===== src/rtl/sync_gen_pkg.sv =====
// rtl/sync_gen_pkg.sv - shared types and control-word bit positions for the sync generator
package sync_gen_pkg;

   typedef enum logic [1:0] {
      ST_IDLE  = 2'd0,
      ST_ARMED = 2'd1,
      ST_PULSE = 2'd2,
      ST_WAIT  = 2'd3
   } sync_state_t;

   localparam int CTRL_ARM      = 0;
   localparam int CTRL_PERIODIC = 1;
   localparam int CTRL_EXT      = 2;
   localparam int CTRL_ABORT    = 3;

endpackage


===== src/rtl/sync_edge_detect.sv =====
// rtl/sync_edge_detect.sv - two-flop synchronizer followed by a rising-edge detector
module sync_edge_detect (
   input  logic clk,
   input  logic rst,
   input  logic async_in,
   output logic rise
);

   logic meta;
   logic sync;
   logic sync_q;

   always_ff @(posedge clk or posedge rst) begin
      if (rst) begin
         meta   <= 1'b0;
         sync   <= 1'b0;
         sync_q <= 1'b0;
      end else begin
         meta   <= async_in;
         sync   <= meta;
         sync_q <= sync;
      end
   end

   assign rise = sync & ~sync_q;

endmodule


===== src/rtl/sync_gen_ctrl.sv =====
// rtl/sync_gen_ctrl.sv - one-shot / periodic / external-trigger sync pulse sequencer
// Optional pulse counter output sync_count is built when SYNC_GEN_COUNT_EN is defined.
module sync_gen_ctrl
   import sync_gen_pkg::*;
#(
   parameter int PERIOD_W  = 24,
   parameter int PULSE_LEN = 4
`ifdef SYNC_GEN_COUNT_EN
   , parameter int CNT_W   = 16
`endif
) (
   input  logic                user_clk,
   input  logic                user_rst,
   input  logic [31:0]         ctrl_word,
   input  logic [PERIOD_W-1:0] period,
   input  logic                ext_sync,
   output logic                sync_out,
   output logic                armed,
   output logic                busy
`ifdef SYNC_GEN_COUNT_EN
   , output logic [CNT_W-1:0]  sync_count
`endif
);

   localparam int              PCNT_W     = $clog2(PULSE_LEN + 1);
   localparam logic [PERIOD_W:0] MIN_PERIOD = (PERIOD_W + 1)'(PULSE_LEN + 1);

   sync_state_t         state;
   sync_state_t         state_nxt;
   logic                arm_q;
   logic                arm_edge;
   logic                abort;
   logic                ext_edge;
   logic                per_lat;
   logic [PERIOD_W:0]   eff_period;
   logic [PERIOD_W:0]   eff_lat;
   logic [PERIOD_W:0]   wcnt;
   logic [PCNT_W-1:0]   pcnt;
   logic                enter_pulse;
   logic                unused_ctrl;

   assign unused_ctrl = ^ctrl_word[31:4];
   assign abort       = ctrl_word[CTRL_ABORT];
   assign arm_edge    = ctrl_word[CTRL_ARM] & ~arm_q;
   assign enter_pulse = (state_nxt == ST_PULSE) && (state != ST_PULSE);

   // Clamp keeps room for the pulse plus at least one low cycle.
   assign eff_period = ({1'b0, period} < MIN_PERIOD) ? MIN_PERIOD : {1'b0, period};

   sync_edge_detect u_ext_edge (
      .clk      (user_clk),
      .rst      (user_rst),
      .async_in (ext_sync),
      .rise     (ext_edge)
   );

   always_ff @(posedge user_clk or posedge user_rst) begin
      if (user_rst) begin
         state <= ST_IDLE;
      end else begin
         state <= state_nxt;
      end
   end

   always_comb begin
      state_nxt = state;
      if (abort) begin
         state_nxt = ST_IDLE;
      end else begin
         case (state)
            ST_IDLE:  if (arm_edge) state_nxt = ctrl_word[CTRL_EXT] ? ST_ARMED : ST_PULSE;
            ST_ARMED: if (ext_edge) state_nxt = ST_PULSE;
            ST_PULSE: if (pcnt == '0) state_nxt = per_lat ? ST_WAIT : ST_IDLE;
            ST_WAIT:  if (wcnt == '0) state_nxt = ST_PULSE;
            default:  state_nxt = ST_IDLE;
         endcase
      end
   end

   always_ff @(posedge user_clk or posedge user_rst) begin
      if (user_rst) begin
         arm_q    <= 1'b1;
         sync_out <= 1'b0;
         armed    <= 1'b0;
         busy     <= 1'b0;
         per_lat  <= 1'b0;
         eff_lat  <= '0;
         pcnt     <= '0;
         wcnt     <= '0;
      end else begin
         arm_q    <= ctrl_word[CTRL_ARM];
         sync_out <= (state_nxt == ST_PULSE);
         armed    <= (state_nxt == ST_ARMED);
         busy     <= (state_nxt != ST_IDLE);

         if (state == ST_IDLE && state_nxt != ST_IDLE) begin
            per_lat <= ctrl_word[CTRL_PERIODIC];
            eff_lat <= eff_period;
         end

         if (enter_pulse) begin
            pcnt <= PCNT_W'(PULSE_LEN - 1);
         end else if (state == ST_PULSE && pcnt != '0) begin
            pcnt <= pcnt - PCNT_W'(1);
         end

         // WAIT covers the rest of the period after the pulse cycles.
         if (state_nxt == ST_WAIT && state != ST_WAIT) begin
            wcnt <= eff_lat - MIN_PERIOD;
         end else if (state == ST_WAIT && wcnt != '0) begin
            wcnt <= wcnt - (PERIOD_W + 1)'(1);
         end
      end
   end

`ifdef SYNC_GEN_COUNT_EN
   always_ff @(posedge user_clk or posedge user_rst) begin
      if (user_rst) begin
         sync_count <= '0;
      end else if (enter_pulse) begin
         sync_count <= sync_count + CNT_W'(1);
      end
   end
`endif

endmodule


===== config.mk =====
export PLATFORM = sky130hd
export DESIGN_NAME = sync_gen_ctrl
export DESIGN_NICKNAME = d
export VERILOG_FILES = /design/src/rtl/sync_gen_pkg.sv /design/src/rtl/sync_edge_detect.sv /design/src/rtl/sync_gen_ctrl.sv
export SDC_FILE = /design/constraint.sdc
export NUM_CORES = 1
export LEC_CHECK = 0
export ABC_AREA = 1
export CAP_MARGIN = 20
export CORE_MARGIN = 5
export CORE_UTILIZATION = 44
export DETAILED_ROUTE_END_ITERATION = 8
export GPL_ROUTABILITY_DRIVEN = 0
export GPL_TIMING_DRIVEN = 0
export PLACE_DENSITY_LB_ADDON = 0.08
export RECOVER_POWER = 25
export SETUP_SLACK_MARGIN = 0.05
export SYNTH_ARGS = -nofsm -noshare
export SYNTH_HDL_FRONTEND = slang
export SYNTH_SLANG_ARGS = --single-unit
export TNS_END_PERCENT = 30

===== constraint.sdc =====
create_clock -name user_clk -period 3.23 [get_ports user_clk]
set_clock_uncertainty 0.1 [all_clocks]
set_input_delay 0.969 -clock user_clk [delete_from_list [all_inputs] [get_ports user_clk]]
set_output_delay 0.969 -clock user_clk [all_outputs]
set_load 0.02 [all_outputs]

Word-level counts from Yosys, hierarchy flattened
Cells that the tools add are included.
W data, S select, Z words.
- register bits: 63
- bits of input ports: 59
- output and inout bits: 3
- word-level logic and storage cells: 54
- add/sub/neg operators: 3
- order comparisons: 1
- eq/ne operators: 8
- multiplexer cells: 13
- bitwise logic cells: 4
- reductions and logical operators: 13
- operators by type and width (cell ; count):
    $mux W25 ; 2
    $logic_not A25 Y1 ; 1
    $reduce_bool A25 Y1 ; 1
    $sub A25 B1 Y25 const B ; 1
    $sub A25 B3 Y25 const B ; 1
    $lt A24 B3 Y1 const B ; 1
    $mux W24 ; 1
    $mux W2 ; 7
    $eq A2 B2 Y1 const B ; 4
    $pmux W2 S4 ; 1
    $mux W3 ; 2
    $reduce_bool A2 Y1 ; 3
    $logic_and A1 B1 Y1 ; 5
    $eq A2 B1 Y1 const B ; 2
    $ne A2 B2 Y1 const B ; 2
    $logic_not A3 Y1 ; 1
    $reduce_bool A3 Y1 ; 1
    $sub A3 B1 Y3 const B ; 1
    $and A1 B1 Y1 ; 2
    $logic_not A2 Y1 ; 1
    $not A1 Y1 ; 2

Depth between registers and ports, before layout
Gate-level depths: netlist of the first run.
- depth after elaboration: 8
- mapped depth: 14
- mapped depth without buffers: 14

Hierarchy
Synthesis of the first run repeated with hierarchy kept, for this count alone.
- cell total of the unflattened synthesis: 560
- area total of the unflattened synthesis: 4058.9 sq um
- modules (own cells, without submodules) (module ; times used ; cells each ; area an instance (sq um) ; sequential area each (sq um)):
    sync_gen_ctrl ; 1 ; 554 ; 3970.1 ; 1477.7
    sync_edge_detect ; 1 ; 6 ; 88.8 ; 75.1

Least setup slack after synthesis of the first run
OpenSTA, ideal clock, no wires.
- path kind: input-to-reg
- from: input port ctrl_word[2]
- to: register wcnt[14]
- data arrival time: 2.031 ns
- required time: 3.010 ns
- path slack: 0.979 ns
- stages on the path: 8
- path buffers: 1
- cell sequence: nand3b_1 a21oi_1 nand2_1 nor2_1 nand3_2 buf_2 o21ai_1 nand2_1
- longest elaborated chain between the ends: 7
- elaborated cells on any way between the ends: 8
- those cells by class: eq/ne: 1; mux: 5; reduce/logical: 2
- ends and longest elaborated chain (item ; RTL line ; source):
    start, declared ; sync_gen_ctrl.sv:14 ; input logic [31:0] ctrl_word,
    $mux W2 * (2 in series) ; sync_gen_ctrl.sv:71 ; ST_IDLE: if (arm_edge) state_nxt = ctrl_word[CTRL_EXT] ? ST_ARMED : ST_PULSE;
    $pmux W2 S4 * ; sync_gen_ctrl.sv:70 ; case (state)
    $mux W2 * ; sync_gen_ctrl.sv:67 ; if (abort) begin
    $eq A2 B2 Y1 * ; sync_gen_ctrl.sv:108 ; if (state_nxt == ST_WAIT && state != ST_WAIT) begin
    $logic_and A1 B1 Y1 * ; sync_gen_ctrl.sv:108 ;
    $mux W25 / $reduce_bool A2 Y1 (equally long branches) ; n/a ;
    end signal, assigned ; sync_gen_ctrl.sv:109 ; wcnt <= eff_lat - MIN_PERIOD;
    end signal, assigned ; sync_gen_ctrl.sv:111 ; wcnt <= wcnt - (PERIOD_W + 1)'(1);
    end, declared ; sync_gen_ctrl.sv:37 ; logic [PERIOD_W:0] wcnt;
Mark *: on every way between the ends. The rest lies on a longest branch, timed or not.
A chain may end at the register's enable or synchronous reset.

Worst setup path in the final report of the first run
- from: input port ctrl_word[0]
- to: register wcnt[20]
- longest elaborated chain between the ends: 7
- elaborated cells on any way between the ends: 8
- those cells by class: eq/ne: 1; mux: 4; bitwise: 1; reduce/logical: 2
- ends and longest elaborated chain (item ; RTL line ; source):
    $and A1 B1 Y1 * ; sync_gen_ctrl.sv:44 ; assign arm_edge = ctrl_word[CTRL_ARM] & ~arm_q;
    $mux W2 * ; sync_gen_ctrl.sv:71 ;
    $pmux W2 S4 * ; sync_gen_ctrl.sv:70 ;
    $mux W2 * ; sync_gen_ctrl.sv:67 ;
    $eq A2 B2 Y1 * ; sync_gen_ctrl.sv:108 ;
    $logic_and A1 B1 Y1 * ; sync_gen_ctrl.sv:108 ;
    $mux W25 / $reduce_bool A2 Y1 (equally long branches) ; n/a ;
Marked as above.

==> summary.md, run 1 <==
| Metric | Value |
|---|---|
| Clock slew at reported path FFs | approximately 80 ps |
| Initial DRC count | 162 |
| Grt ovf | 0 |
| Main synth FF type | dfrtp_1 |
| Synth Cell Area | slightly above 4000 µm² |
| Most frequent cells in the layout | nand2_1 (143), nor2_1 (73), nand3_1 (73) |
| Hold Path Class | reg2reg |
| Finished Layout Cells | 727 |
| Ant. Diodes | 0 |
| Placed Cells | 711 |
| Slowest stage delay, CP | 570 ps |
| RR Startpoint | wcnt[0]$_DFFE_PP0P_ |
| Vias | approximately 3700 |
| Crit-path max FO | 10 |
| Height of the die | 106 µm |
| Vias in the first global route | 3529 |
| Power density over the cells | around 800 nW/µm² |
| Sum of net half-perimeters after detailed placement | just under 8000 µm |
| CP startpoint | ctrl_word[0] |
| Hold endpoint | u_ext_edge.sync$_DFF_PP0_ |
| Average size of a mapped cell | 7.13 µm² |
| Worst setup EP type | flop |
| Total power | 3.79 mW |
| CTS Buffer Depth | 2 |
| Clock sink count | slightly above 60 |
| Synth Net Count | between 600 and 700 |
| Total length of routed wires | around 9900 µm |
| Worst R2R Setup Slack | between 700 and 800 ps |
| Clock root cell | clkbuf_8 |
| Outcome | completed |
| Cell count of the worst hold path | 0 |
| Syn Inst Count | 566 |
| WS Path Type | in2reg |
| Maximum vdd drop | 0.000388 V |
| Starting Density | 44.3% |
| Critical-path cell list | dlygate4sd3_1 -> nand3b_1 -> a21oi_1 -> nand2_1 -> nor2_1 -> buf_1 -> nand3_1 -> nand2_1 -> nand2_1 |
| WL/cell | 13.7 µm |
| Most frequent CP cell | nand2_1 |
| Die footprint | 11200 µm² |
| Max Slew Vio Count | 0 |
| Via/cell ratio | 5.06 |
| # fillers | 957 |
| Crit path arrival time | 2840 ps |
| Async S/R FF share, synth | 100% |
| Worst path required time | about 3400 ps |
| Commonest non-fill, non-tap cell in the layout | nand2_1 |
| # DRC | 0 |
| 1st-pass router iterations | 4 |
| Area of the multi-input gates | between 2000 and 2500 µm² |
| Fmax | 372 MHz |
| Final hold violations | 0 |
| CP Launch Type | input pin |
| PostCTS Resize Cnt | 0 |
| Clk_lat worst skew | 350 ps |
| Max_cap viols | 0 |
| Final setup fails | 0 |
| FF/Latch Area | 1550 µm² |
| Yosys reg bits | 62 |
| Layout area overhead | 17.1% |
| RSZ-0062 raised after global routing | false |
| Core outline area | 9110 µm² |
| Routed Antenna Nets | 0 |
| Critical-path top delay cell | dlygate4sd3_1 |
| TritonCTS clock tree | done |
| Number of synthesized flops with an enable pin | 0 |
| CTS buffer count | 9 |
| Postcts setup bufs | 0 |
| Worst reg2reg path depth | 12 |
| Pre-CTS WS | between 200 and 250 ps |
| Synthesis Warnings | 0 |
| Synth unique cells | 37 |
| Layout Nets | 674 |
| Final min period | roughly 2700 ps |
| Max-slew headroom | 39.3% |
| Port buffer count | 33 |
| Layout cells sized above 1 | 10.7% |
| Rows | 35 |
| Leak | 2.23 nW |
| Post-route setup slack | 541 ps |
| Pin count of the biggest net entering global routing | just over 40 |
| Total global-route track usage | roughly a fifth |
| Global-route wire length before repair | approximately 17000 µm |
| Initial antenna violation count | 0 |
| Sequential share of the synthesized area | 38.5% |
| R2r endpoint | wcnt[9]$_DFFE_PP0P_ |
| H-tree depth | 3 |
| Die width | around 110 µm |
| Hold-fix buffer count after cts | 0 |
| Io pins | between 60 and 70 |
| Least-Margin Pin Slew | 910 ps |
| HP Start | u_ext_edge.meta$_DFF_PP0_ |
| Fin crit share | 83.3% |
metal layers:
metal,vias to the layer above,GRT usage (%),routed length (µm)
met5,-,0,0
met4,0,7.03,150
met3,11,3.37,530
met2,85,31.0,4720
met1,1684,24.9,4540
li1,1898,-,-
metrics by stage:
stage	area [µm²]	TNS, ps	hold slack [ps]	util, %
after floorplan	4040	0	231	-
after global placement	4500	-36520	249	49.5
after detailed placement	4520	0	247	49.7
after CTS	4720	0	262	51.9
after global routing	4720	0	280	51.9
final	4720	0	264	51.9
power breakdown:
group          leakage [nW]  switching, mW  internal, mW
registers             0.756          0.402          1.11
clock network        0.0955          0.332         0.378
logic                  1.38          0.910         0.654
cell families after synthesis:
kind of cell,share of synthesized area (%)
adders and majority gates,1.24
DFF,38.5
buffers and inverters,9.05
AOI/OAI and AO/OA,9.15
xor gates and xnor gates,6.51
and+or+nand+nor,35.6
worst max path at each step:
stage	endpoint	cells after the start
floorplan	armed$_DFF_PP0_	1
global placement	wcnt[1]$_DFFE_PP0P_	2
detailed placement	wcnt[13]$_DFFE_PP0P_	9
CTS	wcnt[20]$_DFFE_PP0P_	9
global route	wcnt[13]$_DFFE_PP0P_	9
finish	wcnt[20]$_DFFE_PP0P_	9
cell type report:
class / count / area share (%)
Tap cell: 111 / 2.94
Sequential cell: 62 / 32.9
Clock inverter: 5 / 1.24
Clock buffer: 11 / 2.99
Timing Repair Buffer: 34 / 7.42
Multi-Input combinational cell: 419 / 44.8
Inverter: 68 / 5.40
Buffer: 17 / 2.33
synth_stat cells, types with 2 or more instances:
cell type	number	share of area, %
nand4_1	13	2.0
nand2_2	3	0.47
ha_1	4	1.2
a21oi_1	2	0.25
or2_0	2	0.31
inv_1	62	5.8
o31ai_1	2	0.37
o21bai_1	3	0.56
nor3_1	7	0.87
xnor2_1	10	2.2
buf_1	2	0.19
or2_2	3	0.47
nand3b_1	2	0.37
buf_2	7	0.87
nor2_2	6	0.93
buf_6	3	0.84
nand3_1	73	9.1
nor2_1	73	6.8
inv_2	5	0.47
dfrtp_1	61	38
nand2_1	143	13
xor2_1	20	4.3
o21ai_2	15	3.3
o21ai_0	17	2.1
clkbuf_1	3	0.28
nand2_4	2	0.56
o21ai_1	13	1.6
sequential cells by signal, indices dropped and copies added, names as in the netlist:
signal,count
arm_q,1
armed,1
busy,1
eff_lat,24
pcnt,3
per_lat,1
state,2
sync_out,1
u_ext_edge.meta,1
u_ext_edge.sync,1
u_ext_edge.sync_q,1
wcnt,25
critical path, delay by kind of cell:
kind / cells / cell delay, ps
compound gates: 1 / 120
buf+inv: 2 / 940
simple gates: 6 / 800
Power figures use the tool's default switching activity.
==> run 2, diff against run 1 <==
Clock period 3.23 ns to 2.4 ns, I/O delays scaled along.
==> run 2 against run 1 <==
  * Flip-flop and latch count unchanged
  * Utilization rose by 0.99 points
  * Critical path type unchanged
  * Die area unchanged
  * Combinational power rose by 40%
  * Global-route usage rose by 0.13 points
  * Setup slack worse by 410 ps
==> summary.md, run 2 (synthesis gave the netlist of run 1 again) <==
| Metric | Value |
|---|---|
| Area after DPL | 4530 µm² |
| Die width | 106 µm |
| Starting Density | 44.3% |
| Core outline area | 9110 µm² |
| CTS Buffer Depth | 2 |
| CP Launch Type | input pin |
| Layout Nets | 676 |
| Worst setup EP type | flop |
| 1st-pass router iterations | 5 |
| TritonCTS clock tree | done |
| H-tree depth | 3 |
| Initial antenna violation count | 0 |
| Hold Path Class | reg2reg |
| RR Startpoint | wcnt[0]$_DFFE_PP0P_ |
| Max Slew Vio Count | 0 |
| Ant. Diodes | 0 |
| Grt ovf | 0 |
| Vias | 3696 |
| CTS buffer count | 9 |
| Fin util | 52.9% |
| Worst path required time | 2540 ps |
| Final instance area | 4810 µm² |
| Max_cap viols | 0 |
| Final setup fails | 0 |
| Die footprint | between 10000 and 15000 µm² |
| Clk_lat worst skew | approximately 350 ps |
| Largest reg by FF count | wcnt |
| Total power | approximately 5 mW |
| Leak | 2.26 nW |
| Global-route wire length before repair | 17000 µm |
| Layout area overhead | 19.3% |
| WS Path Type | in2reg |
| Sum of net half-perimeters after detailed placement | around 7600 µm |
| Total length of routed wires | 10200 µm |
| # DRC | 0 |
| Clock slew at reported path FFs | 80 ps |
| Clock sink count | 62 |
| Vias in the first global route | 3561 |
| Most frequent cells in the layout | nand2_1 (142), nand3_1 (72), nor2_1 (70) |
| Port buffer count | 33 |
| RSZ-0062 raised after global routing | true |
| Power density over the cells | 1050 nW/µm² |
| Total global-route track usage | between 10% and 20% |
| Fmax | ~440 MHz |
| Least-Margin Pin Slew | 686 ps |
| Pin count of the biggest net entering global routing | 36 |
| Crit path arrival time | 2410 ps |
| Final hold violations | 0 |
| WL/cell | 13.9 µm |
| CP startpoint | ctrl_word[0] |
| HP Start | u_ext_edge.meta$_DFF_PP0_ |
| Max-slew headroom | a little over half |
| Io pins | just over 60 |
| Clock root cell | clkbuf_8 |
| Crit-path max FO | 10 |
| Height of the die | roughly 110 µm |
| Rows | 35 |
| Via/cell ratio | 5.07 |
| # fillers | 914 |
| Routed Antenna Nets | 0 |
| Largest regs | wcnt (25), eff_lat (24), pcnt (3) |
| Max reg flops | 25 |
| Commonest non-fill, non-tap cell in the layout | nand2_1 |
| Final min period | 2270 ps |
| Outcome | completed |
| Initial DRC count | around 140 |
| Fin crit share | 94.5% |
| Hold-fix buffer count after cts | 0 |
| Maximum vdd drop | 0.000460 V |
| Layout cells sized above 1 | 13.4% |
| Fin Hold WS | 272 ps |
[run 2: changes by cell type in the layout (fill, tap and decap cells not counted), moves of 3 or more]
| cell | change |
|---|---|
| buf_2 | -3 |
| buf_4 | +4 |
| clkbuf_1 | -4 |
| clkbuf_2 | +3 |
| nor2_1 | -3 |
| nor2_4 | +3 |
[run 2: stage by stage]
stage | TNS (ps) | setup slack, ps | std cells
detailed placement | -10900 | -369 | 711
CTS | 0 | 42.3 | 727
global placement | -9430 | -354 | 710
finish | 0 | 131 | 729
global route | 0 | 20.9 | 729
floorplan | 0 | 382 | 566
[run 2: repair_timing]
action | in CTS | in global routing
gates cloned | 0 | 0
pin swaps | 0 | 2
setup buffers | 0 | 2
resized for setup | 5 | 30
endpoints found under the setup margin | 25 | 53
[run 2: path summary, 6_finish.rpt]
kind | end | slack, ps | depth (start not counted)
worst min-delay path | u_ext_edge.sync$_DFF_PP0_ | 270 | 0
max in group asynchronous | eff_lat[4]$_DFFE_PP0P_ | 760 | 3
min in group asynchronous | wcnt[22]$_DFFE_PP0P_ | 840 | 2
worst max-delay path | wcnt[19]$_DFFE_PP0P_ | 130 | 8
worst max register to register | eff_lat[8]$_DFFE_PP0P_ | 180 | 14
worst min register to register | u_ext_edge.sync$_DFF_PP0_ | 270 | 0
[run 2: worst max-delay path, cell delays in order]
cell and delay, ps:
clkdlybuf4s50_1 500, nand3_1 100, a21oi_2 310, a21boi_1 240, buf_2 240, nand3_1 160
nand2_1 100, nand2_1 40
[run 2: final cells by class]
| type | count | area (µm²) | area share, % |
|---|---|---|---|
| buffer | 17 | 149 | 3.09 |
| clock buffer | 10 | 138 | 2.86 |
| clock inverter | 6 | 37.5 | 0.780 |
| inverter | 68 | 259 | 5.38 |
| multi-input combinational | 419 | 2170 | 45.2 |
| sequential | 62 | 1550 | 32.3 |
| tap | 111 | 139 | 2.88 |
| timing repair buffer | 36 | 365 | 7.59 |
[run 2: report_power, final]
part	leakage, nW	switching (mW)	internal, mW
clock network	0.0841	0.447	0.397
logic	1.42	1.26	0.919
registers	0.756	0.539	1.50
[run 2: metal layers]
metal | track usage [%] | vias to the layer above | share of wire (%)
met3 | 4.04 | 21 | 4.9
met1 | 25.7 | 1688 | 46
li1 | - | 1899 | -
met5 | 0 | - | 0
met4 | 7.12 | 0 | 2.4
met2 | 30.0 | 88 | 46
==> RTL change 1: new RTL, flow settings as in run 1 <==
Add a define of `SYNC_GEN_COUNT_EN`.
--- a/src/rtl/sync_gen_ctrl.sv
+++ b/src/rtl/sync_gen_ctrl.sv
@@ -1,5 +1,7 @@
 // rtl/sync_gen_ctrl.sv - one-shot / periodic / external-trigger sync pulse sequencer
 // Optional pulse counter output sync_count is built when SYNC_GEN_COUNT_EN is defined.
+`define SYNC_GEN_COUNT_EN
+
 module sync_gen_ctrl
    import sync_gen_pkg::*;
 #(
Check against the original RTL (old outputs only; new: sync_count): equivalent (Yosys induction, for registers that start in step).
==> RTL change 1 against run 1 <==
Sequential share of layout area shrank 0.37 points; area after synthesis is 24% higher; sequential cell count grew 16; largest cell class unchanged; routed wire length is 25% higher; non-clock buffer count increased by 15; total power rose by 25%; global-route usage is 0.80 points higher; worst setup slack got worse by 0.026 ns; cell area grew 27%; critical path type unchanged.
==> RTL change 1: results (changes against run 1) <==
run_status: "finished, final reports clean"  # unchanged
clk_pin_slew_ns: 0.06  # was 0.08 ns
wl_met3_um: 379  # was 530 µm
maxSlewHeadroom_pct: 22.4  # was 39.3%
seq_area_um2: 1950  # was 1550 µm²
netlist_top_cells_count: "nand2_1 (226), nor2_1 (98), dfrtp_1 (77), inv_1 (66), nand3_1 (61)"  # was nand2_1 (143), nand3_1 (73), nor2_1 (73), inv_1 (62), dfrtp_1 (61)
multi_input_area_share_pct: 43.9  # was 44.8%
synth-compound-area-share_pct: 5.90  # was 9.15%
nNetsFinal: 830  # was 674
reg2reg_to: "eff_lat[2]$_DFFE_PP0P_"  # was wcnt[9]$_DFFE_PP0P_
place_area_um2: 5700  # was 4520 µm²
inverters: 76  # was 68
crit_end: "wcnt[14]$_DFFE_PP0P_"  # was wcnt[20]$_DFFE_PP0P_
num_vias: 4535  # was 3678
groute.usage.overall_pct: 19.7  # was 18.9%
rr_worst_depth: 14  # was 12
grt_use_met1_pct: 28.4  # was 24.9%
design.seq.count: 78  # was 62
pwr-share-clk_pct: 22.3  # was 18.7%
post-place-ws_ns: 0.241  # was 0.212 ns
buffers: 66  # was 51
fp.dieW_um: 117  # was 106 µm
ir_drop_uv: 352  # was 388 µV
numPortBuffers: 49  # was 33
use_met3_pct: 2.38  # was 3.37%
stdcell_count: 914  # was 727
met2WireLength_mm: 5.44  # was 4.72 mm
drt_first_pass_iters: 5  # was 4
grt_pass1_wl_mm: 21.2  # was 16.9 mm
syn-num-nets: 769  # was 629
wl_per_cell_um: 13.6  # was 13.7 µm
p_comb_mw: 1.86  # was 1.56 mW
synth_fa_ha_area_share_pct: 1.25  # was 1.24%
grt_max_degree: 57  # was 41
arrival_ns: 2.85  # was 2.84 ns
grt.met2_usage_pct: 30.1  # was 31.0%
p_leak_nw: 2.87  # was 2.23 nW
yosys.area_share.xor_xnor_pct: 8.58  # was 6.51%
ys_types: 33  # was 37
clock_cell_area_share_pct: 5.14  # was 4.24%
timing.final.crit_share_pct: 84.1  # was 83.3%
root_buffer: "clkbuf_16"  # was clkbuf_8
syn_inst: 705  # was 566
final_core_util_pct: 53.3  # was 51.9%
yosys-top-cells-area: "dfrtp_1 (39%), nand2_1 (17%), nor2_1 (7.4%)"  # was dfrtp_1 (38%), nand2_1 (13%), nand3_1 (9.1%)
p_int_mw: 2.74  # was 2.14 mW
wl_met1_mm: 6.29  # was 4.54 mm
worst-r2r-setup-slack_ns: 0.83  # was 0.76 ns
fin_hold_ws_ns: 0.252  # was 0.264 ns
place_hpwl_mm: 9.44  # was 7.70 mm
reg.largest.list: "wcnt (25), eff_lat (24), sync_count (16)"  # was wcnt (25), eff_lat (24), pcnt (3)
synth-seq-area-share_pct: 39.0  # was 38.5%
nFillCells: 1125  # was 957
[RTL change 1: changes by cell type after synthesis, moves of 4 or more]
| cell | change |
|---|---|
| dfrtp_1 | +16 |
| inv_1 | +4 |
| xor2_1 | +19 |
| nand2_1 | +83 |
| nand3_1 | -12 |
| o21ai_2 | -4 |
| nor2_1 | +25 |
| nor3_1 | +8 |
[RTL change 1: cells by family (layout without fill, tap and decap cells)]
group | after synthesis | after routing
AOI/OAI and AO/OA | 49 | 49
buffers and inverters | 92 | 158
adders and majority gates | 5 | 5
DFF | 78 | 78
xor gates and xnor gates | 49 | 49
and+or+nand+nor | 432 | 432
[RTL change 1: critical path, cell delays in order]
cell	delay, ns
dlygate4sd3_1	0.56
nand2_1	0.06
o21ai_1	0.11
nand2_1	0.09
nor2_4	0.18
inv_4	0.07
nor2_4	0.17
nand2_4	0.10
inv_2	0.10
buf_2	0.20
nand2_1	0.12
nand2_1	0.08
nand2_1	0.04
==> RTL change 2: new RTL, config.mk and constraints of run 1 <==
Made on the original files. Register the output `armed` once more, without a reset; this adds one clock of latency there. The other outputs are not delayed to match.
--- a/src/rtl/sync_gen_ctrl.sv
+++ b/src/rtl/sync_gen_ctrl.sv
@@ -24,6 +24,8 @@
 
    localparam int              PCNT_W     = $clog2(PULSE_LEN + 1);
    localparam logic [PERIOD_W:0] MIN_PERIOD = (PERIOD_W + 1)'(PULSE_LEN + 1);
+
+   logic armed_s0;
 
    sync_state_t         state;
    sync_state_t         state_nxt;
@@ -81,7 +83,7 @@
       if (user_rst) begin
          arm_q    <= 1'b1;
          sync_out <= 1'b0;
-         armed    <= 1'b0;
+         armed_s0 <= 1'b0;
          busy     <= 1'b0;
          per_lat  <= 1'b0;
          eff_lat  <= '0;
@@ -90,7 +92,7 @@
       end else begin
          arm_q    <= ctrl_word[CTRL_ARM];
          sync_out <= (state_nxt == ST_PULSE);
-         armed    <= (state_nxt == ST_ARMED);
+         armed_s0 <= (state_nxt == ST_ARMED);
          busy     <= (state_nxt != ST_IDLE);
 
          if (state == ST_IDLE && state_nxt != ST_IDLE) begin
@@ -123,5 +125,9 @@
    end
 `endif
 
+   always_ff @(posedge user_clk) begin
+      armed <= armed_s0;
+   end
+
 endmodule
 
Check against the original RTL: not equivalent (Yosys sat finds a counterexample within 4 cycles, from zero or initial values and one cycle with user_rst high).
==> RTL change 2 against run 1 <==
Area after synthesis increased by 0.50%; total power down 2.4%; final cell count is 0.14% higher; cell area down 0.50%; critical endpoint unchanged; non-clock buffer count unchanged; combinational power about the same; critical path depth unchanged; sequential cell count is 1 higher; maximum frequency down 2.0%; routed wire length grew 1.7%; worst setup slack worse by 0.056 ns; synthesized cell count up 0.18%.
==> RTL change 2: results (changes against run 1) <==
yosys-top-cells-area: "dfrtp_1 (38%), nand2_1 (13%), nand3_1 (9.0%)"  # was dfrtp_1 (38%), nand2_1 (13%), nand3_1 (9.1%)
syn-num-nets: 630  # was 629
run_status: "finished, final reports clean"  # unchanged
clk_pin_slew_ns: 0.07
antenna_found_initial: 0  # unchanged
grt_max_degree: 40  # was 41
drive_gt1_share_pct: 10.5  # was 10.7%
cts_made_buffers: 9  # unchanged
diodes: 0  # unchanged
post_cts_buffers: 0  # unchanged
post-place-ws_ns: 0.206  # was 0.212 ns
ir_drop_uv: 328  # was 388 µV
p_leak_nw: 2.23  # about the same
hp-start: "armed_s0$_DFF_PP0_"  # was u_ext_edge.meta$_DFF_PP0_
htreeDepth: 3  # unchanged
worst-r2r-setup-slack_ns: 0.80  # was 0.76 ns
ctsLongestPathBuffers: 2  # unchanged
drt_first_pass_iters: 5  # was 4
reg2reg_to: "wcnt[15]$_DFFE_PP0P_"  # was wcnt[9]$_DFFE_PP0P_
num_vias: 3682  # was 3678
ys_types: 38  # was 37
r2r-start: "wcnt[0]$_DFFE_PP0P_"  # unchanged
nNetsFinal: 675  # was 674
rr_worst_depth: 10  # was 12
critPathTopFamily: "buffers and inverters"  # unchanged
drt-total-wl_mm: 10.1  # was 9.95 mm
nFillCells: 976  # was 957
place_area_um2: 4540  # was 4520 µm²
critPathMaxFanout: 10  # unchanged
cpPeakStageDelay_ns: 0.58
place_hpwl_mm: 7.71  # was 7.70 mm
cts_resized: 0  # unchanged
clock_latency_ns: 0.35  # about the same
hold_depth: 0  # unchanged
arrival_ns: 2.88  # was 2.84 ns
area_delta_synth_final_pct: 15.9  # was 17.1%
root_buffer: "clkbuf_8"  # unchanged
hold_path.class: "reg2reg"  # unchanged
numPortBuffers: 33  # unchanged
cpMaxStageDelayCell: "dlygate4sd3_1"  # unchanged
netlist_top_cells_count: "nand2_1 (143), nand3_1 (73), nor2_1 (73), inv_1 (62), dfrtp_1 (61)"  # unchanged
grt_pass1_vias: 3627  # was 3529
synth-async-reset-ratio_pct: 98.4  # was 100%
ys_warn_count: 0  # unchanged
synthFlopType: "dfrtp_1"  # unchanged
synth-seq-area-share_pct: 38.8  # was 38.5%
grt_pass1_wl_mm: 17.5  # was 16.9 mm
holdPathEnd: "armed$_DFF_P_"  # was u_ext_edge.sync$_DFF_PP0_
timing.final.crit_share_pct: 85.0  # was 83.3%
tightest_slew_ns: 0.994  # was 0.910 ns
drt_iter0_markers: 135  # was 162
reg.largest.list: "wcnt (25), eff_lat (24), pcnt (3)"  # unchanged
groute.usage.overall_pct: 19.5  # was 18.9%
[RTL change 2: changes by cell type in the layout (fill, tap and decap cells not counted)]
cell               run 1  this run
clkbuf_8              10         9
bufinv_16              1         0
clkinv_2               1         5
clkbuf_1               4         5
clkinvlp_4             2         0
dfxtp_1                0         1
clkinv_4               1         0
[RTL change 2: worst register-to-register path, delay by kind of cell (launching register included)]
kind,cells,cell delay (ns)
compound gates,1,0.25
fa+ha+maj,1,0.21
buf+inv,3,0.78
flops,1,0.38
simple gates,5,0.64
[RTL change 2: area by class of cell]
class	count	area share [%]
tap	111	2.95
timing repair buffer	34	7.45
inverter	68	5.43
multi-input combinational	419	45.0
buffer	17	2.34
clock inverter	5	0.532
clock buffer	11	2.79
sequential	63	33.5
[RTL change 2: metal layers]
layer	GRT usage [%]	up-vias	share of wire (%)
met5	0	-	0
met2	31.8	56	48
met4	5.55	0	1.2
met3	3.58	11	2.8
met1	26.6	1709	48
li1	-	1906	-
[RTL change 2: worst max path at each step]
stage | startpoint | end | cells after the start
global route | ctrl_word[0] | wcnt[7]$_DFFE_PP0P_ | 10
global placement | user_rst | wcnt[2]$_DFFE_PP0P_ | 2
detailed placement | ctrl_word[0] | wcnt[20]$_DFFE_PP0P_ | 9
finish | ctrl_word[0] | wcnt[20]$_DFFE_PP0P_ | 9
CTS | ctrl_word[0] | wcnt[20]$_DFFE_PP0P_ | 9
floorplan | user_rst | armed_s0$_DFF_PP0_ | 1
[RTL change 2: through the flow]
stage,instances,hold slack [ns],total power [mW]
final,728,0.243,3.70
after floorplan,567,0.224,2.69
after detailed placement,712,0.228,3.12
after global routing,728,0.262,4.07
after global placement,711,0.225,3.08
after CTS,728,0.244,3.73
[RTL change 2: logic make-up (layout without fill, tap and decap cells)]
family	Yosys count	in the layout	synth area share, %
and+or+nand+nor	329	329	35.4
buffers and inverters	85	135	9.01
DFF	63	63	38.8
AOI/OAI and AO/OA	56	56	9.10
xor gates and xnor gates	30	30	6.48
adders and majority gates	4	4	1.23
[RTL change 2: power breakdown]
group	internal (mW)	leakage, nW	switching [mW]
registers	1.13	0.764	0.409
clock network	0.273	0.0866	0.326
logic	0.657	1.38	0.908
